### src/rtl/arbitro_escritura_pkg.sv
// arbitro_escritura_pkg: shared defaults and types for the write-back arbiter
package arbitro_escritura_pkg;
    localparam int N = 32;
    localparam int Bits = 64;
    localparam int WB_DEPTH = 4;
    typedef struct packed {
        logic [$clog2(N)-1:0] rd;
        logic [Bits-1:0]      data;
    } wb_entry_t;
    typedef enum logic {SRC_MEM, SRC_ALU} wb_src_t;
endpackage

### src/rtl/fifo_escritura.sv
// fifo_escritura: Depth-entry write-back FIFO with occupancy count
module fifo_escritura
    import arbitro_escritura_pkg::*;
#(
    parameter int Depth = WB_DEPTH,
    parameter type T = wb_entry_t
) (
    input  logic                     clk,
    input  logic                     rst,
    input  logic                     push,
    input  logic                     pop,
    input  T                         din,
    output T                         dout,
    output logic                     full,
    output logic                     empty,
    output logic [$clog2(Depth):0]   count
);
    localparam int AW = $clog2(Depth);
    localparam int CW = AW + 1;
    T mem [Depth];
    logic [AW-1:0] wr_ptr, rd_ptr;
    logic do_push, do_pop;
    assign do_push = push && !full;
    assign do_pop = pop && !empty;
    assign full = count == CW'(Depth);
    assign empty = count == '0;
    assign dout = mem[rd_ptr];
    always_ff @(posedge clk) begin
        if (do_push) mem[wr_ptr] <= din;
    end
    // pointers wrap naturally because Depth is a power of two
    always_ff @(posedge clk) begin
        if (!rst) begin
            wr_ptr <= '0;
            rd_ptr <= '0;
            count <= '0;
        end else begin
            wr_ptr <= wr_ptr + AW'(do_push);
            rd_ptr <= rd_ptr + AW'(do_pop);
            count <= count + CW'(do_push) - CW'(do_pop);
        end
    end
endmodule

### src/rtl/arbitro_escritura.sv
// arbitro_escritura: merges ALU and load results into one register-bank write port
module arbitro_escritura #(
    parameter int N = 32,
    parameter int Bits = 64,
    parameter int Depth = 4
) (
    input  logic                  clk,
    input  logic                  rst,
    input  logic                  alu_valid,
    output logic                  alu_ready,
    input  logic [$clog2(N)-1:0]  alu_rd,
    input  logic [Bits-1:0]       alu_data,
    input  logic                  mem_valid,
    output logic                  mem_ready,
    input  logic [$clog2(N)-1:0]  mem_rd,
    input  logic [Bits-1:0]       mem_data,
    output logic                  wr_en,
    output logic [$clog2(N)-1:0]  ptr_wr,
    output logic [Bits-1:0]       data_wr,
    output logic                  busy
);
    import arbitro_escritura_pkg::*;
    localparam int PW = $clog2(N);
    typedef struct packed {
        logic [PW-1:0]   rd;
        logic [Bits-1:0] data;
    } entry_t;
    entry_t alu_in, mem_in, alu_head, mem_head, sel;
    logic alu_full, alu_empty, mem_full, mem_empty, pop_alu, pop_mem, do_write;
    logic [$clog2(Depth):0] alu_count, mem_count;
    wb_src_t prio_q, prio_d;
    assign alu_in = '{rd: alu_rd, data: alu_data};
    assign mem_in = '{rd: mem_rd, data: mem_data};
    assign alu_ready = rst && !alu_full;
    assign mem_ready = rst && !mem_full;
    assign busy = |{alu_count, mem_count};
    fifo_escritura #(.Depth(Depth), .T(entry_t)) u_fifo_alu (
        .clk(clk), .rst(rst), .push(alu_valid && alu_ready), .pop(pop_alu),
        .din(alu_in), .dout(alu_head), .full(alu_full), .empty(alu_empty), .count(alu_count)
    );
    fifo_escritura #(.Depth(Depth), .T(entry_t)) u_fifo_mem (
        .clk(clk), .rst(rst), .push(mem_valid && mem_ready), .pop(pop_mem),
        .din(mem_in), .dout(mem_head), .full(mem_full), .empty(mem_empty), .count(mem_count)
    );
    // prio_q names the source that wins the next tie
    always_ff @(posedge clk) begin
        if (!rst) prio_q <= SRC_MEM;
        else prio_q <= prio_d;
    end
    always_comb begin
        prio_d = pop_alu ? SRC_MEM : pop_mem ? SRC_ALU : prio_q;
    end
    always_comb begin
        pop_alu = !alu_empty && (mem_empty || prio_q == SRC_ALU);
        pop_mem = !mem_empty && !pop_alu;
        sel = pop_alu ? alu_head : mem_head;
        do_write = (pop_alu || pop_mem) && sel.rd != '0;
    end
    // x0 entries are drained silently so ptr_wr/data_wr keep the last real write
    always_ff @(posedge clk) begin
        if (!rst) begin
            wr_en <= 1'b0;
            ptr_wr <= '0;
            data_wr <= '0;
        end else begin
            wr_en <= do_write;
            if (do_write) begin
                ptr_wr <= sel.rd;
                data_wr <= sel.data;
            end
        end
    end
endmodule

### config.mk
export PLATFORM = sky130hd
export DESIGN_NAME = arbitro_escritura
export DESIGN_NICKNAME = d
export VERILOG_FILES = /design/src/rtl/arbitro_escritura_pkg.sv /design/src/rtl/fifo_escritura.sv /design/src/rtl/arbitro_escritura.sv
export SDC_FILE = /design/constraint.sdc
export NUM_CORES = 1
export LEC_CHECK = 0
export ABC_AREA = 1
export BUFFER_PORTS_ARGS = -buffer_cell sky130_fd_sc_hd__buf_2
export CAP_MARGIN = 20
export CELL_PAD_IN_SITES_DETAIL_PLACEMENT = 1
export CELL_PAD_IN_SITES_GLOBAL_PLACEMENT = 1
export CORE_ASPECT_RATIO = 1.75
export CORE_UTILIZATION = 43
export CTS_CLUSTER_DIAMETER = 40
export DETAILED_ROUTE_END_ITERATION = 16
export PLACE_DENSITY = 0.84
export SETUP_SLACK_MARGIN = 0.02
export SLEW_MARGIN = 20
export SYNTH_ARGS = -nofsm -noshare
export SYNTH_HDL_FRONTEND = slang
export SYNTH_HIERARCHICAL = 1
export SYNTH_SLANG_ARGS = --single-unit
### constraint.sdc
create_clock -name clk -period 8.1 [get_ports clk]
set_input_delay 2.43 -clock clk [delete_from_list [all_inputs] [get_ports clk]]
set_output_delay 2.43 -clock clk [all_outputs]
set_load 0.01 [all_outputs]
==> results of run 1 <==
==> synthesized netlist by cell type, drive strengths merged (4+ instances only) <==
master	instances	share of area (%)
edfxtp	552	66
nor2	423	6.7
nand2	305	4.5
o21ai	282	5.7
o22ai	138	3.4
inv	105	1.6
dfxtp	85	6.7
nand3	75	1.5
buf	68	2.2
clkbuf	62	0.92
nor3	8	0.16
a21oi	7	0.14
ha	4	0.20
==> registers in the layout (all words and copies together), names as in the netlist, 3 cells and up <==
register / cells
data_wr: 64
ptr_wr: 5
u_fifo_alu/count: 3
u_fifo_alu/mem: 276
u_fifo_mem/count: 3
u_fifo_mem/mem: 276
==> per-stage QoR <==
step | area [sq um] | hold slack [ns]
CTS | 28700 | 0.485
floorplan | 25200 | 0.483
global placement | 26700 | 0.459
finish | 28800 | 0.480
global route | 28800 | 0.502
detailed placement | 26700 | 0.461
==> cells by family after synthesis <==
kind of cell,synth area share [%]
adders and majority gates,0.357
DFF,72.4
buffers and inverters,4.75
AOI/OAI and AO/OA,9.33
and+or+nand+nor,13.1
==> placed cells by master (no fill, tap or decap), drive strengths merged <==
cell type	n
edfxtp	552
nor2	423
nand2	305
o21ai	282
buf	238
o22ai	138
inv	109
dfxtp	85
clkbuf	78
nand3	75
clkinv	18
diode	14
nor3	8
a21oi	7
bufinv	6
clkinvlp	4
ha	4
nor3b	2
nand3b	2
nand4	2
fa	2
nor4	1
o21bai	1
a211oi	1
or2	1
==> metal layers <==
layer | GRT usage [%] | wire length (um) | vias to the layer above
met5 | 0 | 126 | -
met4 | 13.9 | 3640 | 20
met3 | 4.18 | 4480 | 188
met2 | 46.5 | 40400 | 663
met1 | 29.4 | 28100 | 8869
li1 | - | - | 7815
==> cell type report <==
cell class / instances / area [sq um] / share of cell area (%)
Timing Repair Buffer: 238 / 1300 / 4.50
Clock inverter: 31 / 367 / 1.27
Tap cell: 773 / 967 / 3.36
Inverter: 106 / 407 / 1.41
Multi-Input combinational cell: 1254 / 5810 / 20.2
Sequential cell: 637 / 18300 / 63.5
Clock buffer: 78 / 1630 / 5.66
Antenna cell: 14 / 35.0 / 0.122
==> power by group through the flow <==
stage / logic (mW) / clock network (mW) / registers, mW
final: 3.51 / 2.88 / 4.15
after global routing: 3.91 / 3.02 / 4.18
after CTS: 3.54 / 2.91 / 4.15
after detailed placement: 3.46 / 0 / 4.22
after global placement: 3.32 / 0 / 4.19
after floorplan: 2.42 / 0 / 4.18
==> worst min-delay path: cells and delay by family, from the launching register on <==
kind,cells,cell delay (ns)
flops,1,0.32
simple gates,2,0.13
==> worst max-delay path by stage <==
stage,from,endpoint,slack [ns],cells past startpoint
after detailed placement,rst,mem_ready,2.53,4
final,rst,mem_ready,2.55,4
after global routing,rst,alu_ready,2.49,4
after global placement,rst,mem_ready,2.52,4
after CTS,rst,mem_ready,2.53,4
after floorplan,rst,u_fifo_alu/mem[0][0],-0.13,4
==> flow_metrics.py, run 1 <==
metrics = {
    "layout": {
        "stdcell_count": 3131,
        "drive_gt1_share_pct": 17.2,
        "nFillCells": 6166,
        "fin_nets": 2443,
        "area_growth_pct": 14.2,
        "utilization_pct": 49.6,
    },
    "setup_path": {
        "worstReg2RegEnd": "u_fifo_alu/count[2]",
        "r2r_start": "u_fifo_alu/count[0]",
        "path_buf_inv": 3,
        "worstSetupEndpointType": "primary output",
        "cpPeakStageDelay_ns": 0.27,
        "cp.required_ns": 5.67,
        "reg2reg_slack_ns": 4.30,
        "start_kind": "input port",
        "crit_arrival_ns": 3.12,
        "cp_cell_sequence": "buf_4 -> clkinv_1 -> nor2_1 -> buf_2",
        "crit_type": "input port to primary output",
        "ff2ff_path_depth": 16,
        "crit_path_top_delay_cell": "clkinv_1",
        "critPathTopFamily": "buffers and inverters",
        "crit_path_max_fanout": 9,
    },
    "timing": {
        "fin_ws_ns": 2.55,
        "rsz0062_at_grt": "false",
        "setup_viol": 0,
        "tns_ns": 0,
        "final-hold-violation-count": 0,
        "tightestPinTransition_ns": 1.10,
        "slew_violations": 0,
        "min_period_over_period_pct": 68.6,
        "skew_ns": 0.0203,
        "period_minus_slack_ns": 5.55,
        "max_clock_freq_ghz": 0.180,
        "slew_headroom_pct": 26.4,
    },
    "power": {
        "peakVddDrop_mv": 0.236,
        "finalPower_mw": 10.5,
        "p_comb_share_pct": 33.3,
        "seq_power_share_pct": 39.4,
        "p_per_area_nw_per_um2": 366,
        "switching_share_pct": 38.0,
        "switchingPower_mw": 4.01,
        "clkPwrFrac_pct": 27.3,
        "p_leak_nw": 10.9,
        "internal-power_mw": 6.53,
    },
    "clock_network": {
        "tritoncts": "built",
        "cts_setup_buffers": 0,
        "cts_htree_levels": 2,
        "hold_buffers": 0,
        "cts_resized": 0,
        "path_clk_slew_ns": 0.06,
        "clk_latency_ns": 0.62,
        "cts_buffers": 58,
        "cts-root-buf": "clkbuf_16",
        "cts_sinks": 637,
        "cts_buffer_depth": 3,
    },
    "synthesis": {
        "synth_edf_count": 552,
        "synth.avg_cell_area_sq_um": 11.9,
        "yosysSeqAreaShare_pct": 72.4,
        "synth.distinct_cells": 32,
        "ys_warn_count": 6,
        "synthCells": 2127,
        "synth_flop_cell": "edfxtp_1",
        "syn-cell-area_sq_um": 25200,
        "ys_seq_elements": 637,
        "synthArstFlopShare_pct": 0,
        "synth_nets": 2275,
    },
    "grt": {
        "grt_usage_pct": 26.0,
        "grt_pass1_vias": 18819,
        "grt_antenna_before_repair": 23,
        "grt_pass1_wl_um": 115000,
        "grt_max_degree": 97,
        "gr-total-overflow": 0,
    },
    "routing": {
        "wirelength_um": 76800,
        "wl_per_cell_um": 24.5,
        "vias": 17555,
        "vias_per_cell": 5.61,
        "ant_nets": 0,
        "drcViolationCount": 0,
        "drt_iter0_drc": 1360,
        "dr.pass1.iters": 5,
    },
    "place": {
        "portBuffers": 214,
        "hpwlAfterDp_um": 45900,
        "dp_slack_ns": 2.53,
        "place_inst": 3006,
        "gp_congestion": 0.776,
    },
    "hold_path": {
        "hp-class": "flop to flop",
        "whs_path_depth": 2,
        "hp-start": "data_wr[52]",
        "hold_end": "data_wr[52]",
    },
    "floorplanning": {
        "die_h_um": 322,
        "rows": 117,
        "start_util_pct": 43.4,
        "fp.coreArea_sq_um": 58100,
        "ios": 215,
        "fp.dieW_um": 185,
        "dieArea_sq_um": 59700,
    },
    "job": {
        "maxCapViolCount": 0,
    },
    "status": {
        "status": "finished clean",
    },
}
No activity file was read; power rests on OpenSTA's default activity.
==> inputs of run 2 (changes only) <==
==> constraint.sdc (replaced) <==
create_clock -name clk -period 4.85 [get_ports clk]
set_input_delay 1.455 -clock clk [delete_from_list [all_inputs] [get_ports clk]]
set_output_delay 1.455 -clock clk [all_outputs]
set_load 0.01 [all_outputs]
==> run 2 against run 1 <==
Clock power up 58%. Global-route usage is 0.53 points lower. First-iteration DRC count rose by 7.0%. Worst hold slack got worse by 0.0032 ns. Combinational power up 68%. Register-to-register slack got worse by 3.3 ns. Power rose by 65%. Highest routed layer unchanged. Utilization rose by 0.11 points. Critical endpoint is now data_wr[30]. Final area is 0.22% higher. Setup slack lost 1.5 ns.
==> flow_metrics.py, run 2 (same netlist as run 1, synthesis figures left out) <==
metrics = {
    "grt": {
        "grt_usage_pct": 25.5,
        "grt_pass1_wl_um": 113000,
        "grt_antenna_before_repair": 32,
        "grt_pass1_vias": 18860,
        "grt_max_degree": 85,
        "gr-total-overflow": 0,
    },
    "layout": {
        "area_growth_pct": 14.4,
        "multi_input_area_sq_um": 5860,
        "final_cell_mix": "edfxtp_1 (552), nor2_1 (383), nand2_1 (302)",
        "drive_gt1_share_pct": 17.1,
        "fin_nets": 2446,
        "largestRegisters": "u_fifo_alu/mem x276, u_fifo_mem/mem x276, data_wr x64",
        "nFillCells": 6126,
        "regArea_sq_um": 18300,
        "final_common_cell": "edfxtp_1",
        "utilization_pct": 49.7,
        "stdcell_count": 3137,
    },
    "setup_path": {
        "cp.required_ns": 5.41,
        "crit_path_max_fanout": 71,
        "path_buf_inv": 4,
        "crit_type": "flop to flop",
        "critPathTopFamily": "buffers and inverters",
        "worstSetupEndpointType": "flop",
        "start_kind": "flop",
        "crit_path_top_delay_cell": "inv_2",
        "crit_arrival_ns": 4.39,
        "cp_cell_sequence": "inv_2 -> o21ai_0 -> o22ai_1 -> inv_1 -> nand2_1 -> o21ai_1 -> nand2_2 -> o21bai_4 -> inv_4 -> buf_4 -> nor2_2 -> nor2_1",
        "cpPeakStageDelay_ns": 0.77,
    },
    "timing": {
        "max_clock_freq_ghz": 0.261,
        "rsz0062_at_grt": "false",
        "period_minus_slack_ns": 3.83,
        "tns_ns": 0,
        "min_period_over_period_pct": 79.0,
        "setup_viol": 0,
        "tightestPinTransition_ns": 1.06,
        "slew_headroom_pct": 29.5,
        "slew_violations": 0,
        "fin_ws_ns": 1.02,
        "skew_ns": 0.0314,
        "final-hold-violation-count": 0,
    },
    "floorplanning": {
        "ios": 215,
        "fp.coreArea_sq_um": 58100,
        "rows": 117,
        "start_util_pct": 43.4,
        "fp.dieW_um": 185,
        "die_h_um": 322,
        "dieArea_sq_um": 59700,
    },
    "place": {
        "place_inst": 3012,
        "gp_congestion": 0.808,
        "portBuffers": 214,
        "dp_slack_ns": 1.13,
        "hpwlAfterDp_um": 47700,
    },
    "routing": {
        "vias": 17544,
        "ant_nets": 0,
        "drt_iter0_drc": 1455,
        "wirelength_um": 75900,
        "drcViolationCount": 0,
        "vias_per_cell": 5.59,
        "wl_per_cell_um": 24.2,
        "dr.pass1.iters": 5,
    },
    "clock_network": {
        "path_clk_slew_ns": 0.07,
        "tritoncts": "built",
        "cts_buffer_depth": 3,
        "cts_htree_levels": 2,
        "hold_buffers": 0,
        "cts_resized": 0,
        "cts-root-buf": "clkbuf_16",
        "clk_latency_ns": 0.62,
        "cts_sinks": 637,
        "cts_setup_buffers": 0,
        "cts_buffers": 57,
    },
    "status": {
        "status": "finished clean",
    },
    "power": {
        "p_leak_nw": 10.9,
        "peakVddDrop_mv": 0.632,
        "finalPower_mw": 17.4,
        "p_per_area_nw_per_um2": 603,
    },
    "job": {
        "maxCapViolCount": 0,
    },
    "hold_path": {
        "hp-class": "flop to flop",
    },
}
[run 2: cell types whose count changed in the layout (fill, tap and decap cells not counted), sizes merged]
cell and change:
bufinv -2, inv -2, clkinv +2, diode +6, buf +4, clkinvlp -4
clkbuf +2
[run 2: final timing paths]
check,startpoint,cells past startpoint,slack (ns),end
setup / recovery,u_fifo_mem/rd_ptr[1],12,1.02,data_wr[30]
hold / removal,data_wr[3],2,0.48,data_wr[3]
setup reg to reg,u_fifo_mem/rd_ptr[1],12,1.02,data_wr[30]
hold reg to reg,data_wr[3],2,0.48,data_wr[3]
[run 2: power by group]
part,internal (mW),switching [mW],total (mW)
Clock,2.53,2.03,4.56
Combinational,1.72,4.18,5.90
Sequential,6.51,0.425,6.94
Total,10.8,6.64,17.4
[run 2: layer usage]
layer	part of all wire, %	vias to the layer above	global-route usage [%]	routed length [um]
met5	0.18	-	0	136
met4	4.7	24	13.7	3610
met3	5.7	176	4.22	4340
met2	53	671	45.9	40200
met1	36	8844	28.4	27600
li1	-	7829	-	-
[run 2: metrics by stage]
stage	hold WS, ns	instance area [sq um]
after floorplan	0.483	25300
after global placement	0.456	27000
after detailed placement	0.464	27000
after CTS	0.480	28800
after global routing	0.503	28900
final	0.477	28900
[run 2: cell type report]
| cell class | instances | area share [%] |
|---|---|---|
| Antenna cell | 20 | 0.173 |
| Timing Repair Buffer | 242 | 4.97 |
| Multi-Input combinational cell | 1254 | 20.3 |
| Sequential cell | 637 | 63.4 |
| Inverter | 106 | 1.41 |
| Tap cell | 773 | 3.35 |
| Clock inverter | 25 | 0.880 |
| Clock buffer | 80 | 5.55 |
[run 2: worst register-to-register path, cell delays in order (launching register included)]
cell and delay, ns:
dfxtp_4 0.60, inv_2 0.83, o21ai_0 0.28, o22ai_1 0.25, inv_1 0.08, nand2_1 0.08, o21ai_1 0.11, nand2_2 0.15
o21bai_4 0.13, inv_4 0.61, buf_4 0.49, nor2_2 0.08, nor2_1 0.11
==> inputs of run 3 (changes only) <==
--- a/config.mk
+++ b/config.mk
@@ -11,10 +11,10 @@
 export CELL_PAD_IN_SITES_DETAIL_PLACEMENT = 1
 export CELL_PAD_IN_SITES_GLOBAL_PLACEMENT = 1
 export CORE_ASPECT_RATIO = 1.75
-export CORE_UTILIZATION = 43
+export CORE_UTILIZATION = 48
 export CTS_CLUSTER_DIAMETER = 40
 export DETAILED_ROUTE_END_ITERATION = 16
-export PLACE_DENSITY = 0.84
+export PLACE_DENSITY = 0.88
 export SETUP_SLACK_MARGIN = 0.02
 export SLEW_MARGIN = 20
 export SYNTH_ARGS = -nofsm -noshare
==> constraint.sdc (replaced) <==
create_clock -name clk -period 3.8 [get_ports clk]
set_input_delay 1.14 -clock clk [delete_from_list [all_inputs] [get_ports clk]]
set_output_delay 1.14 -clock clk [all_outputs]
set_load 0.01 [all_outputs]
==> run 3 against run 2 <==
Register-to-register slack worse by 0.30 ns. Setup slack worse by 0.30 ns. Sequential share of layout area down 0.42 points. Critical path type unchanged. Final area is 0.66% higher. Critical endpoint is now data_wr[47]. First-iteration DRC count up 16%. Combinational power up 35%.
==> flow_metrics.py, run 3 (same netlist as run 1, synthesis figures left out) <==
metrics = {
    "timing": {
        "min_period_over_period_pct": 81.1,
        "skew_ns": 0.0301,
        "tightestPinTransition_ns": 1.09,
        "hold_slack_ns": 0.483,
        "tns_ns": 0,
        "slew_violations": 0,
        "max_clock_freq_ghz": 0.325,
        "rsz0062_at_grt": "false",
        "period_minus_slack_ns": 3.08,
        "fin_ws_ns": 0.720,
        "final-hold-violation-count": 0,
        "setup_viol": 0,
        "slew_headroom_pct": 27.1,
    },
    "grt": {
        "grt_pass1_vias": 19461,
        "grt_antenna_before_repair": 29,
        "grt_usage_pct": 29.1,
        "grt_pass1_wl_um": 116000,
        "grt_max_degree": 82,
        "gr-total-overflow": 0,
    },
    "setup_path": {
        "crit_type": "flop to flop",
        "critical_path.most_common_cell": "nand2_1",
        "worstSetupEndpointType": "flop",
        "cpPeakStageDelay_ns": 0.79,
        "cp_cell_sequence": "buf_4 -> buf_4 -> o21ai_0 -> o22ai_1 -> nand2_1 -> nand2_1 -> inv_1 -> nand3_1 -> nand2_1 -> nor2_1",
        "cp.required_ns": 4.34,
        "crit_arrival_ns": 3.62,
        "crit_path_top_delay_cell": "buf_4",
        "start_kind": "flop",
        "crit_path_max_fanout": 80,
    },
    "clock_network": {
        "path_clk_slew_ns": 0.07,
        "cts_setup_buffers": 0,
        "clk_latency_ns": 0.61,
        "cts_buffer_depth": 3,
        "cts_htree_levels": 2,
        "cts_resized": 0,
        "cts_buffers": 56,
        "tritoncts": "built",
        "hold_buffers": 0,
        "cts-root-buf": "clkbuf_16",
        "cts_sinks": 637,
    },
    "floorplanning": {
        "start_util_pct": 48.9,
        "fp.dieW_um": 175,
        "dieArea_sq_um": 53500,
        "ios": 215,
        "rows": 110,
        "fp.coreArea_sq_um": 51600,
        "die_h_um": 305,
    },
    "routing": {
        "drcViolationCount": 0,
        "vias_per_cell": 5.88,
        "wl_per_cell_um": 26.2,
        "drt_iter0_drc": 1681,
        "ant_nets": 0,
        "wirelength_um": 79700,
        "dr.pass1.iters": 5,
        "vias": 17902,
    },
    "layout": {
        "final_cell_mix": "edfxtp_1 (552), nor2_1 (383), nand2_1 (302)",
        "utilization_pct": 56.3,
        "fin_nets": 2456,
        "final_common_cell": "edfxtp_1",
        "regArea_sq_um": 18300,
        "nFillCells": 5323,
        "stdcell_count": 3047,
        "area_growth_pct": 15.2,
        "postLayoutCellArea_sq_um": 29100,
        "drive_gt1_share_pct": 17.7,
        "multi_input_area_sq_um": 5880,
        "largestRegisters": "u_fifo_alu/mem x276, u_fifo_mem/mem x276, data_wr x64",
    },
    "power": {
        "p_comb_share_pct": 34.6,
        "internal-power_mw": 14.3,
        "clkPwrFrac_pct": 27.6,
        "seq_power_share_pct": 37.8,
        "finalPower_mw": 23.1,
        "p_leak_nw": 11.1,
        "peakVddDrop_mv": 0.647,
        "switching_share_pct": 38.1,
        "p_per_area_nw_per_um2": 794,
        "switchingPower_mw": 8.79,
    },
    "status": {
        "status": "finished clean",
    },
    "place": {
        "place_inst": 2922,
        "portBuffers": 214,
        "gp_congestion": 0.787,
        "dp_slack_ns": 0.658,
        "dpl_cell_area_sq_um": 27000,
        "hpwlAfterDp_um": 48300,
    },
    "job": {
        "maxCapViolCount": 0,
    },
    "hold_path": {
        "hp-class": "flop to flop",
    },
}
==> run 3: worst max-delay path, delay by kind of cell (launching register included) <==
family / cells / cell delay (ns)
AO/OA/AOI/OAI: 2 / 0.51
buffers and inverters: 3 / 1.34
flip-flops: 1 / 0.48
AND/OR/NAND/NOR: 5 / 0.65
==> run 3: layout make-up <==
type | instances | share of cell area, %
Sequential cell | 637 | 62.9
Multi-Input combinational cell | 1254 | 20.2
Timing Repair Buffer | 253 | 5.31
Clock buffer | 72 | 5.17
Tap cell | 672 | 2.89
Clock inverter | 33 | 1.88
Inverter | 106 | 1.40
Antenna cell | 20 | 0.172
==> run 3: power groups by stage <==
stage                     Sequential, mW  Combinational, mW  Clock [mW]
after global placement              8.80               7.22           0
after floorplan                     8.86               5.19           0
final                               8.73               7.97        6.37
after CTS                           8.73               7.92        6.38
after global routing                8.78               8.66        6.62
after detailed placement            8.86               7.69           0
==> run 3: metal layers <==
| metal | wire [um] | share of wire, % | vias up | track usage [%] |
|---|---|---|---|---|
| li1 | - | - | 7844 | - |
| met1 | 26900 | 34 | 8932 | 30.6 |
| met2 | 42900 | 54 | 872 | 53.2 |
| met3 | 5430 | 6.8 | 234 | 4.53 |
| met4 | 4460 | 5.6 | 20 | 19.3 |
| met5 | 111 | 0.14 | - | 0 |
==> run 3: worst paths after layout <==
| path | slack [ns] | endpoint | startpoint | cells after the start |
|---|---|---|---|---|
| max | 0.72 | data_wr[47] | u_fifo_mem/rd_ptr[0] | 10 |
| min | 0.48 | data_wr[56] | data_wr[56] | 2 |
| max reg2reg | 0.72 | data_wr[47] | u_fifo_mem/rd_ptr[0] | 10 |
| min reg2reg | 0.48 | data_wr[56] | data_wr[56] | 2 |
